[src/rtl/axis_sram_stager.sv]
// axis_sram_stager: packs AXIS beats into wide SRAM words on load and unpacks them on drain, under AXI-Lite control
module axis_sram_stager #(
   parameter int pADDR_WIDTH = 12,
   parameter int pDATA_WIDTH = 32,
   parameter int pRAM_WIDTH  = 64,
   parameter int pRAM_AW     = 10
) (
   input  logic                   axi_clk,
   input  logic                   axi_reset_n,
   input  logic                   awvalid,
   input  logic [pADDR_WIDTH-1:0] awaddr,
   input  logic                   wvalid,
   input  logic [pDATA_WIDTH-1:0] wdata,
   output logic                   awready,
   output logic                   wready,
   input  logic                   arvalid,
   input  logic [pADDR_WIDTH-1:0] araddr,
   input  logic                   rready,
   output logic                   arready,
   output logic                   rvalid,
   output logic [pDATA_WIDTH-1:0] rdata,
   input  logic                   ss_tvalid,
   input  logic [pDATA_WIDTH-1:0] ss_tdata,
   input  logic                   ss_tlast,
   output logic                   ss_tready,
   output logic                   sm_tvalid,
   output logic [pDATA_WIDTH-1:0] sm_tdata,
   output logic                   sm_tlast,
   input  logic                   sm_tready,
   output logic                   ram_en,
   output logic                   ram_we,
   output logic [pRAM_AW-1:0]     ram_adr,
   output logic [pRAM_WIDTH-1:0]  ram_d,
   input  logic [pRAM_WIDTH-1:0]  ram_q
);
   localparam int K = pRAM_WIDTH / pDATA_WIDTH;
   localparam int LW = K > 1 ? $clog2(K) : 1;
   localparam logic [LW-1:0] LAST_LANE = LW'(K - 1);
   localparam logic [pADDR_WIDTH-1:0] A_CTRL = pADDR_WIDTH'('h0);
   localparam logic [pADDR_WIDTH-1:0] A_STATUS = pADDR_WIDTH'('h4);
   localparam logic [pADDR_WIDTH-1:0] A_LEN = pADDR_WIDTH'('h8);
   localparam logic [pADDR_WIDTH-1:0] A_WCNT = pADDR_WIDTH'('hC);

   typedef enum logic [2:0] {IDLE, LOAD, RD_REQ, RD_WAIT, EMIT} state_t;

   state_t                 state, state_d;
   logic [pRAM_AW-1:0]     addr, addr_d, len, wcnt;
   logic [LW-1:0]          lane, lane_d;
   logic [pRAM_WIDTH-1:0]  word, word_d;
   logic                   load_done, drain_done, early_tlast;
   logic                   set_load, set_drain, set_early, wcnt_we;
   logic                   wr, start_load, start_drain, rd_go;
   logic [2:0]             clr;
   logic [pDATA_WIDTH-1:0] rd_mux;
   logic                   unused_wdata;

   assign wr = awvalid & wvalid;
   assign awready = wr;
   assign wready = wr;
   assign start_load = wr && awaddr == A_CTRL && wdata[0];
   assign start_drain = wr && awaddr == A_CTRL && wdata[1];
   assign clr = wr && awaddr == A_STATUS ? wdata[3:1] : 3'b000;
   assign arready = !rvalid;
   assign rd_go = arvalid & !rvalid;
   assign unused_wdata = ^wdata[pDATA_WIDTH-1:pRAM_AW];
   assign rd_mux = araddr == A_STATUS ? pDATA_WIDTH'({early_tlast, drain_done, load_done, state == IDLE}) :
                   araddr == A_LEN    ? pDATA_WIDTH'(len) :
                   araddr == A_WCNT   ? pDATA_WIDTH'(wcnt) : '0;

   // read channel: capture the addressed register at arvalid, hold it until rready
   always_ff @(posedge axi_clk or negedge axi_reset_n) begin
      if (!axi_reset_n) begin
         rvalid <= 1'b0;
         rdata  <= '0;
      end else if (rd_go) begin
         rvalid <= 1'b1;
         rdata  <= rd_mux;
      end else if (rready) begin
         rvalid <= 1'b0;
      end
   end

   // control registers; a sticky set in the same cycle as its W1C clear keeps the bit set
   always_ff @(posedge axi_clk or negedge axi_reset_n) begin
      if (!axi_reset_n) begin
         len         <= '1;
         wcnt        <= '0;
         load_done   <= 1'b0;
         drain_done  <= 1'b0;
         early_tlast <= 1'b0;
      end else begin
         if (wr && awaddr == A_LEN && state == IDLE) len <= wdata[pRAM_AW-1:0];
         if (wcnt_we) wcnt <= addr;
         load_done   <= set_load | (load_done & ~clr[0]);
         drain_done  <= set_drain | (drain_done & ~clr[1]);
         early_tlast <= set_early | (early_tlast & ~clr[2]);
      end
   end

   // engine state: FSM, word address, lane index and the word being packed or unpacked
   always_ff @(posedge axi_clk or negedge axi_reset_n) begin
      if (!axi_reset_n) begin
         state <= IDLE;
         addr  <= '0;
         lane  <= '0;
         word  <= '0;
      end else begin
         state <= state_d;
         addr  <= addr_d;
         lane  <= lane_d;
         word  <= word_d;
      end
   end

   // next state and datapath outputs; a load word is written on its last lane or on tlast
   always_comb begin
      state_d   = state;
      addr_d    = addr;
      lane_d    = lane;
      word_d    = word;
      set_load  = 1'b0;
      set_drain = 1'b0;
      set_early = 1'b0;
      wcnt_we   = 1'b0;
      ss_tready = 1'b0;
      sm_tvalid = 1'b0;
      sm_tdata  = '0;
      sm_tlast  = 1'b0;
      ram_en    = 1'b0;
      ram_we    = 1'b0;
      ram_adr   = '0;
      ram_d     = '0;
      case (state)
         IDLE: if (start_load || start_drain) begin
            state_d = start_load ? LOAD : RD_REQ;
            addr_d  = '0;
            lane_d  = '0;
            word_d  = '0;
         end
         LOAD: begin
            ss_tready = 1'b1;
            if (ss_tvalid) begin
               word_d[lane*pDATA_WIDTH +: pDATA_WIDTH] = ss_tdata;
               lane_d = lane + 1'b1;
               if (ss_tlast || lane == LAST_LANE) begin
                  ram_en  = 1'b1;
                  ram_we  = 1'b1;
                  ram_adr = addr;
                  ram_d   = word_d;
                  word_d  = '0;
                  lane_d  = '0;
                  addr_d  = addr + 1'b1;
                  if (ss_tlast || addr == len) begin
                     state_d   = IDLE;
                     set_load  = 1'b1;
                     wcnt_we   = 1'b1;
                     set_early = ss_tlast && !(addr == len && lane == LAST_LANE);
                  end
               end
            end
         end
         RD_REQ: begin
            ram_en  = 1'b1;
            ram_adr = addr;
            state_d = RD_WAIT;
         end
         RD_WAIT: begin
            word_d  = ram_q;
            state_d = EMIT;
         end
         EMIT: begin
            sm_tvalid = 1'b1;
            sm_tdata  = word[lane*pDATA_WIDTH +: pDATA_WIDTH];
            sm_tlast  = lane == LAST_LANE && addr == len;
            if (sm_tready) begin
               lane_d = lane + 1'b1;
               if (lane == LAST_LANE) begin
                  lane_d    = '0;
                  addr_d    = addr + 1'b1;
                  state_d   = addr == len ? IDLE : RD_REQ;
                  set_drain = addr == len;
               end
            end
         end
         default: state_d = IDLE;
      endcase
   end
endmodule

[config.mk]
export PLATFORM = sky130hd
export DESIGN_NAME = axis_sram_stager
export DESIGN_NICKNAME = d
export VERILOG_FILES = /design/src/rtl/axis_sram_stager.sv
export SDC_FILE = /design/constraint.sdc
export NUM_CORES = 1
export LEC_CHECK = 0
export CAP_MARGIN = 20
export CORE_UTILIZATION = 40
export DETAILED_ROUTE_END_ITERATION = 8
export PLACE_DENSITY = 0.78
export SYNTH_ARGS = -nofsm -noshare
export SYNTH_HDL_FRONTEND = slang
export SYNTH_SLANG_ARGS = --single-unit
[constraint.sdc]
create_clock -name axi_clk -period 2.15 [get_ports axi_clk]
set_input_delay 0.3225 -clock axi_clk [delete_from_list [all_inputs] [get_ports axi_clk]]
set_output_delay 0.3225 -clock axi_clk [all_outputs]
set_load 0.03 [all_outputs]
==> summary.txt <==
r2r setup slk: 0.08 ns
Worst VDD drop: 0.633 mV
CTS sink cnt: 112
Worst-Skew Late Latency: 0.36 ns
Synth Flop Type: dfrtp_1
post-route cell area: 10,200 sq um
RePlAce Congestion: 0.845
synthesis-to-layout area growth: 50.8%
GRT Util Overall: 24.7%
Synth Instances: 714
setup violators final: 64
fin crit share: 103%
reg2reg start: state[1]
crit path launch type: flip-flop
Seq/Total Area, Yosys: 41.5%
initial antenna violation count: 1
measured slew at the worst slew-check pin: 0.614 ns
Internal Power: 5890 uW
vias in the first global route: 6,395
global route overflow: 0
CTS root buf: clkbuf_16
leakage power: 0.00431 uW
main area contributors after synthesis: dfrtp_1 38%, mux2i_1 15%, nor2_1 6.3%
Pwr per Cell Area: 956 nW/um^2
Yosys top cell by area: dfrtp_1
Post-layout nets: 1,152
height of the chip: 132 microns
placed insts: 1,187
Die W: 132 microns
Vias: 6,483
max_cap viols: 0
combinational power share: 48.3%
EDFF count, synth: 0
Critical Path AT: 1.90 ns
crit-path max cell delay: 0.43 ns
Synth Area per Inst: 9.49 sq um
Hold Path Class: input pin to async pin
Synth Register Bits: 112
met1 GRT Util: 29.4%
Fin Hold WS: 0.441 ns
post-DP HPWL: 15.3 mm
share of the synthesized area in the top cell type: 37.7%
Synth cell types: 56
Fmax: 450 MHz
WP data required: 1.83 ns
placed cell area: 9530 sq um
global-route wire length before repair: 33.7 mm
Non-Filler Instances: 1,216
failing checks: negative setup slack
Boundary Pins: 308
Starting Density: 40.9%
Antenna Nets Post-Route: 0
CTS Buf Count: 9
die area: 17,500 sq um
Worst Path Class, Setup: flip-flop to primary output
largest net degree at the start of global routing: 67
routed wire length: 21.9 mm
Slew Limit Fails: 0
crit-path max FO: 5
synth warn: 0
Max clock buf depth: 2
Synth Cell Area: 6780 sq um
FFs w/ async S/R, synth: 100%
GRT met3 Usage: 8.00%
part of the power in registers: 32.8%
port buffer count: 263
via/cell ratio: 5.33
clock skew: 0.00898 ns
Critical Path End Type: primary output
initial DRC count: 382
clk slew on worst S/H paths: 0.07 ns
TritonCTS clock tree: done
Switch Pwr: 3880 uW
Net Sw Frac: 39.7%
GR Layer Usage met2: 42.0%
Tmin final: 2.22 ns
core footprint: 16,600 sq um
RSZ-0062 raised after global routing: yes
DRC violation count after routing: 0
outcome: finished with violations
final setup margin: -0.0730 ns
H-Tree Depth: 3
busiest layer in global routing: met2
Hold Vio Cnt, Final: 0
share of cells above drive strength 1: 26.5%
Most common cell on crit path: buf_4
Worst Reg2Reg Path Length in Cells: 6
Avg WL per Cell: 18.0 microns
Rel. slew slack: 58.8%
Final Power: 9770 uW
CP cell instances: nand2b_4, or3_4, inv_4, a21oi_4, buf_4, nor2b_1, buf_4
Clock power frac: 18.8%
CP max-delay cell: or3_4
Reg-to-Reg End: word[20]
row count: 47
1st-pass router iterations: 6
## cells by family after synthesis
kind of cell	Yosys count	share of synthesized area (%)
fa+ha+maj	1	0.185
mux	127	19.2
xor+xnor	11	1.42
flops	112	41.5
buf+inv	88	6.66
other cells	1	0.0553
compound gates	147	15.6
simple gates	227	15.4
## cells in the final DEF, fill, tap and decap left out, types with 23 or more instances in the layout
master           instances
clkdlybuf4s50_1        150
buf_4                  142
mux2i_1                102
nor2_1                 100
dfrtp_1                 98
nand2_1                 62
a22oi_1                 36
a22o_1                  33
o21ai_1                 29
mux2_2                  23
## sequential cells by signal, indices dropped and copies added, names as in the netlist
name / count
addr: 10
drain_done: 1
early_tlast: 1
lane: 1
len: 10
load_done: 1
rdata: 10
rvalid: 1
state: 3
wcnt: 10
word: 64
## worst max-delay path by stage
stage | from | endpoint | slack [ns]
5_1_grt | state[1] | ram_adr[5] | -0.13
3_5_place_dp | awaddr[0] | addr[3] | -0.20
6_report | state[1] | ram_adr[5] | -0.07
2_1_floorplan | state[1] | ram_adr[2] | 0.004
3_3_place_gp | awaddr[0] | addr[1] | -0.20
4_1_cts | state[2] | ram_adr[8] | -0.06
## Yosys cell counts (3+ instances only)
cell,count
nand2_1,63
a31oi_1,7
nand2b_1,3
o21ai_0,17
dfstp_2,10
nor2b_1,7
o211ai_1,3
nor2_1,114
mux2_2,23
buf_1,7
mux2i_1,103
nand4_1,4
o31ai_1,4
and3_1,3
xnor2_1,11
buf_2,19
a22o_1,33
inv_1,10
or3_1,4
a21oi_1,4
nor3_1,4
clkbuf_1,25
a41oi_1,3
nand3_1,7
a22oi_1,36
o21ai_1,29
buf_4,26
dfrtp_1,102
## per-layer routing
metal	vias to the layer above	share of wire, %
met5	-	0
met2	262	50
met4	0	2.8
met1	3127	40
li1	3051	-
met3	43	7.9
## critical path, delay by kind of cell, from the launching register on
| kind | cells | cell delay, ns |
|---|---|---|
| AOI/OAI and AO/OA | 1 | 0.04 |
| and+or+nand+nor | 3 | 0.68 |
| DFF | 1 | 0.40 |
| buffers and inverters | 3 | 0.42 |
## through the flow
step / setup TNS, ns / utilization (%) / setup WS (ns)
finish: -1.62 / 61.6 / -0.0730
global placement: -11.31 / 57.5 / -0.204
floorplan: 0 / - / 0.00384
CTS: -0.946 / 60.2 / -0.0614
global route: -6.66 / 61.6 / -0.126
detailed placement: -12.99 / 57.5 / -0.204
## power by group through the flow
stage                     Sequential, uW  Combinational, uW  Clock [uW]
after floorplan                     3060               2890           0
final                               3210               4720        1840
after CTS                           3190               4450        1880
after detailed placement            3220               4280           0
after global placement              3210               4210           0
after global routing                3290               5100        1970
## timing repair
action,in CTS,in global routing
hold endpoints to repair,25,0
endpoints found under the setup margin,78,152
cloned,1,3
pin swaps,2,8
setup buffers,3,4
hold buffers,1,0
resized for setup,22,38
## final cells by class
| cell class | instances | area, sq um |
|---|---|---|
| Antenna cell | 1 | 2.50 |
| Clock buffer | 9 | 225 |
| Clock inverter | 7 | 93.8 |
| Fill cell | 1402 | 6360 |
| Inverter | 11 | 43.8 |
| Multi-Input combinational cell | 535 | 3740 |
| Sequential cell | 112 | 2820 |
| Tap cell | 220 | 275 |
| Timing Repair Buffer | 321 | 3020 |
(Power assumes the default switching activity.)
